[src/rtl/cnn_pkg.sv]
// cnn_pkg: constants and types shared across the CNN accelerator blocks.
package cnn_pkg;

    localparam int DATA_W        = 16;
    localparam int FMAP_IN_DIM   = 6;
    localparam int FMAP_OUT_DIM  = 3;
    localparam int NUM_OUT_ELEMS = FMAP_OUT_DIM * FMAP_OUT_DIM;

    // Result streamer control states.
    typedef enum logic {
        IDLE,
        SEND
    } stream_state_e;

endpackage

[src/rtl/cnn_result_streamer.sv]
// cnn_result_streamer: snapshots the pooled CNN result on a start pulse and
// streams it element by element (row-major) over a valid/ready interface.
// Optional build macro CNN_RESULT_CHECKSUM_EN appends one checksum beat
// (modulo-2^DATA_W sum of all elements) with m_index = NUM_ELEMS.
module cnn_result_streamer #(
    parameter int DATA_W    = cnn_pkg::DATA_W,
    parameter int NUM_ELEMS = cnn_pkg::NUM_OUT_ELEMS,
    parameter int IDX_W     = 4
) (
    input  logic                        clk,
    input  logic                        rst,
    input  logic                        start,
    input  logic [NUM_ELEMS*DATA_W-1:0] result_flat,
    output logic                        busy,
    output logic                        m_valid,
    input  logic                        m_ready,
    output logic [DATA_W-1:0]           m_data,
    output logic [IDX_W-1:0]            m_index,
    output logic                        m_last,
    output logic                        done
);

    import cnn_pkg::*;

`ifdef CNN_RESULT_CHECKSUM_EN
    // The checksum rides as one extra beat after the last element.
    localparam logic [IDX_W-1:0] LAST_IDX = IDX_W'(NUM_ELEMS);
`else
    localparam logic [IDX_W-1:0] LAST_IDX = IDX_W'(NUM_ELEMS - 1);
`endif

    stream_state_e     state_q, state_d;
    logic [IDX_W-1:0]  idx_q, idx_d;
    logic              done_q, done_d;
    logic [DATA_W-1:0] buf_q [NUM_ELEMS];
    logic [DATA_W-1:0] buf_d [NUM_ELEMS];
    logic [DATA_W-1:0] elem;
    logic              fire;

    assign fire = (state_q == SEND) && m_ready;

`ifdef CNN_RESULT_CHECKSUM_EN
    logic [DATA_W-1:0] sum_q, sum_d;
`endif

    // Next-state: capture on an accepted start, advance the index on each handshake.
    always_comb begin
        // NOTE: every signal driven here gets its default first, so no path can infer a latch.
        state_d = state_q;
        idx_d   = idx_q;
        done_d  = 1'b0;
        buf_d   = buf_q;
        case (state_q)
            IDLE: begin
                if (start) begin
                    for (int i = 0; i < NUM_ELEMS; i++) begin
                        buf_d[i] = result_flat[i*DATA_W +: DATA_W];
                    end
                    idx_d   = '0;
                    state_d = SEND;
                end
            end
            SEND: begin
                if (m_ready) begin
                    if (idx_q == LAST_IDX) begin
                        idx_d   = '0;
                        done_d  = 1'b1;
                        state_d = IDLE;
                    end else begin
                        idx_d = idx_q + IDX_W'(1);
                    end
                end
            end
            default: state_d = IDLE;
        endcase
    end

    // Element mux: captured element for data beats, running sum for the checksum beat.
    always_comb begin
        elem = '0;
        if (idx_q < IDX_W'(NUM_ELEMS)) begin
            elem = buf_q[idx_q];
        end
`ifdef CNN_RESULT_CHECKSUM_EN
        else begin
            elem = sum_q;
        end
`endif
    end

`ifdef CNN_RESULT_CHECKSUM_EN
    // Running checksum: cleared at capture, accumulates each accepted data element.
    always_comb begin
        sum_d = sum_q;
        if (state_q == IDLE && start) begin
            sum_d = '0;
        end else if (fire && idx_q < IDX_W'(NUM_ELEMS)) begin
            sum_d = sum_q + elem;
        end
    end

    // Checksum register.
    always_ff @(posedge clk or posedge rst) begin
        if (rst) begin
            sum_q <= '0;
        end else begin
            sum_q <= sum_d;
        end
    end
`endif

    // Control state and capture buffer registers.
    always_ff @(posedge clk or posedge rst) begin
        // NOTE: the capture buffer is only a few words, so it is cleared on reset with the control state.
        if (rst) begin
            state_q <= IDLE;
            idx_q   <= '0;
            done_q  <= 1'b0;
            for (int i = 0; i < NUM_ELEMS; i++) begin
                buf_q[i] <= '0;
            end
        end else begin
            // NOTE: non-blocking assignments so every flop updates from pre-edge values.
            state_q <= state_d;
            idx_q   <= idx_d;
            done_q  <= done_d;
            buf_q   <= buf_d;
        end
    end

    // Stream outputs decode straight from registered state, so reset clears them at once.
    assign busy    = (state_q == SEND);
    assign m_valid = (state_q == SEND);
    assign m_data  = (state_q == SEND) ? elem : '0;
    assign m_index = (state_q == SEND) ? idx_q : '0;
    assign m_last  = (state_q == SEND) && (idx_q == LAST_IDX);
    assign done    = done_q;

endmodule
[config.mk]
export PLATFORM = sky130hd
export DESIGN_NAME = cnn_result_streamer
export DESIGN_NICKNAME = d
export VERILOG_FILES = /design/src/rtl/cnn_pkg.sv /design/src/rtl/cnn_result_streamer.sv
export SDC_FILE = /design/constraint.sdc
export NUM_CORES = 1
export LEC_CHECK = 0
export CORE_MARGIN = 3
export CORE_UTILIZATION = 50
export CTS_BUF_LIST = sky130_fd_sc_hd__clkbuf_16
export DETAILED_ROUTE_END_ITERATION = 12
export HOLD_SLACK_MARGIN = 0.15
export PLACE_DENSITY = 0.81
export RECOVER_POWER = 50
export SYNTH_ARGS = -nofsm -noshare
export SYNTH_HDL_FRONTEND = slang
export SYNTH_SLANG_ARGS = --single-unit
[constraint.sdc]
create_clock -name clk -period 9.9 [get_ports clk]
set_clock_uncertainty 0.2 [all_clocks]
set_input_delay 0.99 -clock clk [delete_from_list [all_inputs] [get_ports clk]]
set_output_delay 0.99 -clock clk [all_outputs]
set_load 0.05 [all_outputs]
==> results.md, run 1 <==
- DRC violations left: 0
- Clock Latency Late Sink: roughly 0.41 ns
- Hold/Removal Path Class: flop to flop
- Final wirelength: between 15000 and 20000 um
- Die Wd: 125 um
- WP data arrival: 4.77 ns
- Top cell family by delay on the critical path: flip-flops
- Clock-pin slew on the worst setup and hold paths: roughly 0.06 ns
- Failing checks: capacitance limit, slew limit
- Share of layout cells above drive strength 1: 0.298
- Period utilisation layout: 0.603
- Synthesized Nets: 630
- Slowest stage delay, CP: between 2 and 2.5 ns
- Yosys top cell by area: dfrtp_1
- Crit path time final: 5.96 ns
- Outcome: complete, but fails checks
- Critical-path cell list: mux2i_1, a221o_1, a211oi_1, clkdlybuf4s50_1
- Pin count of the biggest net entering global routing: 96
- Pwr Total: 3.07 mW
- Post-synth top cells: dfrtp_1, mux2_2, mux2i_1
- Pwr/cell area: ~330 nW/um^2
- Routed Antenna Nets: 0
- I/O Buffers: between 150 and 200
- Die ar.: 15600 um^2
- Setup tns final: 0 ns
- Worst Setup End Kind: output port
- Top FF cell, synth: dfrtp_1
- Vias in the first global route: roughly 5100
- Final Hold Viols: 0
- Post-CTS Setup Inserts: 0
- Max FO, Critical Path: 55
- WL/cell: 20.3 um
- P&R area growth vs syn: 32.6%
- Max Freq: 168 MHz
- Pleak: approximately 3.8 nW
- # rows: between 40 and 50
- Vias: 4638
- Clock buffer depth: 2
- Synth Instances: 480
- CTS Root Cell: clkbuf_16
- Synth top area cells: dfrtp_1, mux2_2, mux2i_1
- FFs w/ async S/R, synth: 1.00
- TritonCTS clock tree: yes
- Sequential fraction of the synthesis area: 0.532
- GRT Total Usage: 0.220
- EDFF count, synth: 0
- Post-DP HPWL: 11800 um
- Unrepaired setup endpoints after global routing: false
- Remaining global-route overflow: 0
- Worst path buffer plus inverter count: 1
- Synth Area per Inst: 14.7 um^2
- Post-Syn Area: 7050 um^2
- Final worst slack: 3.94 ns
- Initial DRC count: 319
- Critical path class: flop to output port
- DR pass1 iterations: 4
- CTS Buf Count: 17
- FF+latch count, synth: 150
- Antenna violations before repair: 0
- Hold Buf Count CTS: 0
- Most frequent cell after synthesis: dfrtp_1
- Ys Warns: 0
- Max stage delay cell, worst path: dfrtp_1
- Share of the synthesized area in the top cell type: 0.532
- Worst Tran Pin Value: 4.11 ns
- Starting Density: 0.522
- H-tree Lvls: 4
- Die height: 125 um
- Sinks on the clock net: 150
- Global-route wire length before repair: 26800 um
- Data required, critical path: slightly below 9 ns
- Resized cells post-CTS: 0
- Worst VDD drop: 0.000400 V
- Ant. Diodes: 0
- Startpoint Class: flop
- Fin. max-slew vios: between 200 and 250
- Cell variety after synth: 35
- I/O Pins: 172
- # setup viols final: 0
- Max_cap viols: 3
- Nets@finish: 788
- Via density: 5.61
- Rel. slew slack: -1.76
- Place WS: 5.62 ns
- CORE AREA: 13500 um^2
- Routability cong.: 0.772
[logic make-up after synthesis]
family / synth area share
buf+inv: 0.0410
mux: 0.330
simple gates: 0.0273
fa+ha+maj: 0.00355
flops: 0.532
compound gates: 0.0657
[area by class of cell]
class,count,area [um^2]
inverters,4,16.3
fillers,940,4160
clock buffers,17,425
repair buffers,178,1760
clock inverters,15,164
multi-input cells,287,3010
well taps,176,220
flip-flops and latches,150,3750
[layer usage]
metal  global-route usage  share of wire
met1                0.252           0.39
met2                0.398           0.54
met3               0.0545          0.048
met4               0.0799          0.027
met5                    0              0
[cells in the final DEF (no fill, tap or decap), types with 4 or more instances in the layout]
master / n
a211oi_1: 30
a221o_1: 16
and2_1: 6
buf_4: 6
clkbuf_16: 17
clkdlybuf4s50_1: 169
clkinvlp_4: 5
dfrtp_1: 150
inv_1: 5
mux2_2: 144
mux2i_1: 33
mux4_1: 4
mux4_2: 12
nand2_1: 19
[power by group]
group          leakage (nW)  internal [mW]  switching (mW)  total [mW]
Combinational          1.73          0.664           0.636        1.30
Clock                 0.277          0.392           0.248       0.641
Sequential             1.82          0.910           0.224        1.13
Total                  3.83           1.97            1.11        3.07
[worst paths after layout]
check | start | to | slack (ns) | cells past startpoint
setup / recovery | idx_q[0]$_DFFE_PP0P_ | m_data[0] | 3.94 | 4
hold / removal | buf_q[112]$_DFFE_PP0P_ | buf_q[112]$_DFFE_PP0P_ | 0.30 | 1
setup reg to reg | busy$_DFF_PP0_ | buf_q[17]$_DFFE_PP0P_ | 5.84 | 3
hold reg to reg | buf_q[112]$_DFFE_PP0P_ | buf_q[112]$_DFFE_PP0P_ | 0.30 | 1
max in group asynchronous | rst | buf_q[2]$_DFFE_PP0P_ | 5.41 | 3
min in group asynchronous | rst | buf_q[48]$_DFFE_PP0P_ | 2.07 | 2
[per-stage QoR]
| stage | area, um^2 | util | hold slack [ns] | cells |
|---|---|---|---|---|
| 2_1_floorplan | 7050 | - | 0.272 | 480 |
| 6_report | 9350 | 0.692 | 0.301 | 827 |
| 5_1_grt | 9350 | 0.692 | 0.312 | 827 |
| 3_3_place_gp | 8780 | 0.650 | 0.284 | 795 |
| 4_1_cts | 9370 | 0.694 | 0.305 | 827 |
| 3_5_place_dp | 8780 | 0.650 | 0.291 | 795 |
[flip-flops by register name (all words and copies together) (netlist names)]
signal / cells
idx_q: 4
done: 1
busy: 1
buf_q: 144
Power figures use the tool's default switching activity.
==> run 2, diff against run 1 <==
--- a/config.mk
+++ b/config.mk
@@ -6,11 +6,11 @@
 export NUM_CORES = 1
 export LEC_CHECK = 0
 export CORE_MARGIN = 3
-export CORE_UTILIZATION = 50
+export CORE_UTILIZATION = 45
 export CTS_BUF_LIST = sky130_fd_sc_hd__clkbuf_16
 export DETAILED_ROUTE_END_ITERATION = 12
 export HOLD_SLACK_MARGIN = 0.15
-export PLACE_DENSITY = 0.81
+export PLACE_DENSITY = 0.77
 export RECOVER_POWER = 50
 export SYNTH_ARGS = -nofsm -noshare
 export SYNTH_HDL_FRONTEND = slang
==> constraint.sdc (replaced) <==
create_clock -name clk -period 5.35 [get_ports clk]
set_clock_uncertainty 0.2 [all_clocks]
set_input_delay 0.535 -clock clk [delete_from_list [all_inputs] [get_ports clk]]
set_output_delay 0.535 -clock clk [all_outputs]
set_load 0.05 [all_outputs]
==> results.md, run 2 (synthesis gave the netlist of run 1 again) <==
- Post-DP HPWL: 12100 um (+2.3%)
- I/O Pins: 172 (unchanged)
- Routed Antenna Nets: 0 (unchanged)
- Clock buffer depth: 2 (unchanged)
- Pwr Total: 5.65 mW (+84%)
- CTS Buf Count: 17 (unchanged)
- Max Freq: approximately 230 MHz
- Final wirelength: 16900 um (+0.64%)
- Clock Latency Late Sink: 0.42 ns (about the same)
- Vias: 4660 (+0.47%)
- Largest Register: buf_q
- Nets@finish: 787 (-0.13%)
- Starting Density: 0.462 (-0.0600)
- Hold_ws: 0.300 ns (-0.000867 ns)
- Max reg flops: 144 (unchanged)
- Setup tns final: 0 ns (unchanged)
- Die ar.: 17200 um^2 (+11%)
- Share of layout cells above drive strength 1: 0.294 (-0.00416)
- Startpoint Class: flop
- Vias in the first global route: 5089 (+0.28%)
- Cell count after placement: 829 (+4.3%)
- Global-route wire length before repair: 27000 um (+0.59%)
- Pleak: 3.84 nW (about the same)
- Sinks on the clock net: 150 (unchanged)
- Rel. slew slack: -1.03 (+0.724)
- Antenna violations before repair: 0 (unchanged)
- Remaining global-route overflow: 0 (unchanged)
- Data required, critical path: 4.62 ns (-4.09 ns)
- CTS Root Cell: clkbuf_16
- Via density: 5.41 (-3.5%)
- # rows: 45 (+7.1%)
- DR pass1 iterations: 5 (+1)
- Initial DRC count: 217 (-32%)
- Pwr/cell area: 602 nW/um^2 (+83%)
- GRT Total Usage: 0.202 (-0.0185)
- Unrepaired setup endpoints after global routing: false
- Hold Buf Count CTS: 0 (unchanged)
- DRC violations left: 0 (unchanged)
- Crit path time final: 4.31 ns
- Max FO, Critical Path: 27 (-51%)
- Worst VDD drop: 0.000553 V (+39%)
- Max_cap viols: 2 (-1)
- P&R area growth vs syn: 32.9%
- Commonest non-fill, non-tap cell in the layout: clkdlybuf4s50_1
- Final Hold Viols: 0 (unchanged)
- TritonCTS clock tree: yes
- Hold/Removal Path Class: flop to flop
- WP data arrival: 3.58 ns (-1.19 ns)
- Die Wd: 131 um (+5.2%)
- Critical path class: flop to output port
- Worst Setup End Kind: output port
- Ant. Diodes: 0 (unchanged)
- Die height: 131 um (+5.2%)
- Routability cong.: 0.877 (+14%)
- Pin count of the biggest net entering global routing: 115 (+20%)
- WL/cell: 19.6 um (-3.3%)
- Most frequent cells in the layout: clkdlybuf4s50_1, dfrtp_1, mux2_2
- Period utilisation layout: 0.806
- H-tree Lvls: 4 (unchanged)
- Hold depth: 1 (unchanged)
- CORE AREA: 15300 um^2 (+13%)
- Top Registers: buf_q (144), idx_q (4)
- # setup viols final: 0 (unchanged)
- Post-CTS Setup Inserts: 0 (unchanged)
- Final cell count without fillers: 861 (+4.1%)
- Resized cells post-CTS: 0 (unchanged)
- Clock-pin slew on the worst setup and hold paths: 0.06 ns (about the same)
- I/O Buffers: 171 (unchanged)
- Worst Tran Pin Value: 3.05 ns (-1.06 ns)
- Reg2Reg Depth: 3 (unchanged)
- Fin. max-slew vios: 173 (-21%)
- Outcome: complete, but fails checks
- Failing checks: capacitance limit, slew limit
run 2: final cells by class:
type / instances / area [um^2]
Clock buffer: 17 / 425
Clock inverter: 15 / 146
Fill cell: 1207 / 5890
Inverter: 4 / 18.8
Multi-Input combinational cell: 287 / 3010
Sequential cell: 150 / 3760
Tap cell: 211 / 264
Timing Repair Buffer: 177 / 1750
run 2: worst max-delay path, cell delays in order (launching register included):
cell             delay, ns
dfrtp_1               0.96
nor2b_1               1.04
a221o_1               0.35
a211oi_2              0.09
clkdlybuf4s50_1       0.71
run 2: routing by layer:
layer,track usage,vias up,part of all wire
li1,-,2110,-
met5,0,-,0
met1,0.236,2364,0.38
met4,0.0659,0,0.022
met3,0.0490,27,0.055
met2,0.365,159,0.54
run 2: path summary, 6_finish.rpt:
| kind | start | to | slack, ns |
|---|---|---|---|
| setup / recovery | idx_q[2]$_DFFE_PP0P_ | m_data[9] | 1.04 |
| hold reg to reg | buf_q[91]$_DFFE_PP0P_ | buf_q[91]$_DFFE_PP0P_ | 0.30 |
| max in group asynchronous | rst | idx_q[0]$_DFFE_PP0P_ | 2.26 |
| min in group asynchronous | rst | buf_q[28]$_DFFE_PP0P_ | 1.09 |
| hold / removal | buf_q[91]$_DFFE_PP0P_ | buf_q[91]$_DFFE_PP0P_ | 0.30 |
| setup reg to reg | busy$_DFF_PP0_ | buf_q[76]$_DFFE_PP0P_ | 1.59 |
run 2: where the power goes:
| group | leakage, nW | total (mW) | switching (mW) | internal, mW |
|---|---|---|---|---|
| clock | 0.286 | 1.16 | 0.444 | 0.718 |
| sequential | 1.82 | 2.11 | 0.422 | 1.68 |
| combinational | 1.73 | 2.38 | 1.17 | 1.20 |
run 2: through the flow:
stage / utilization / setup slack, ns / cell area, um^2
final: 0.614 / 1.04 / 9370
after global routing: 0.614 / 0.865 / 9370
after CTS: 0.615 / 1.07 / 9390
after detailed placement: 0.578 / 1.52 / 8810
after global placement: 0.578 / 1.64 / 8810
after floorplan: - / 0.579 / 7050
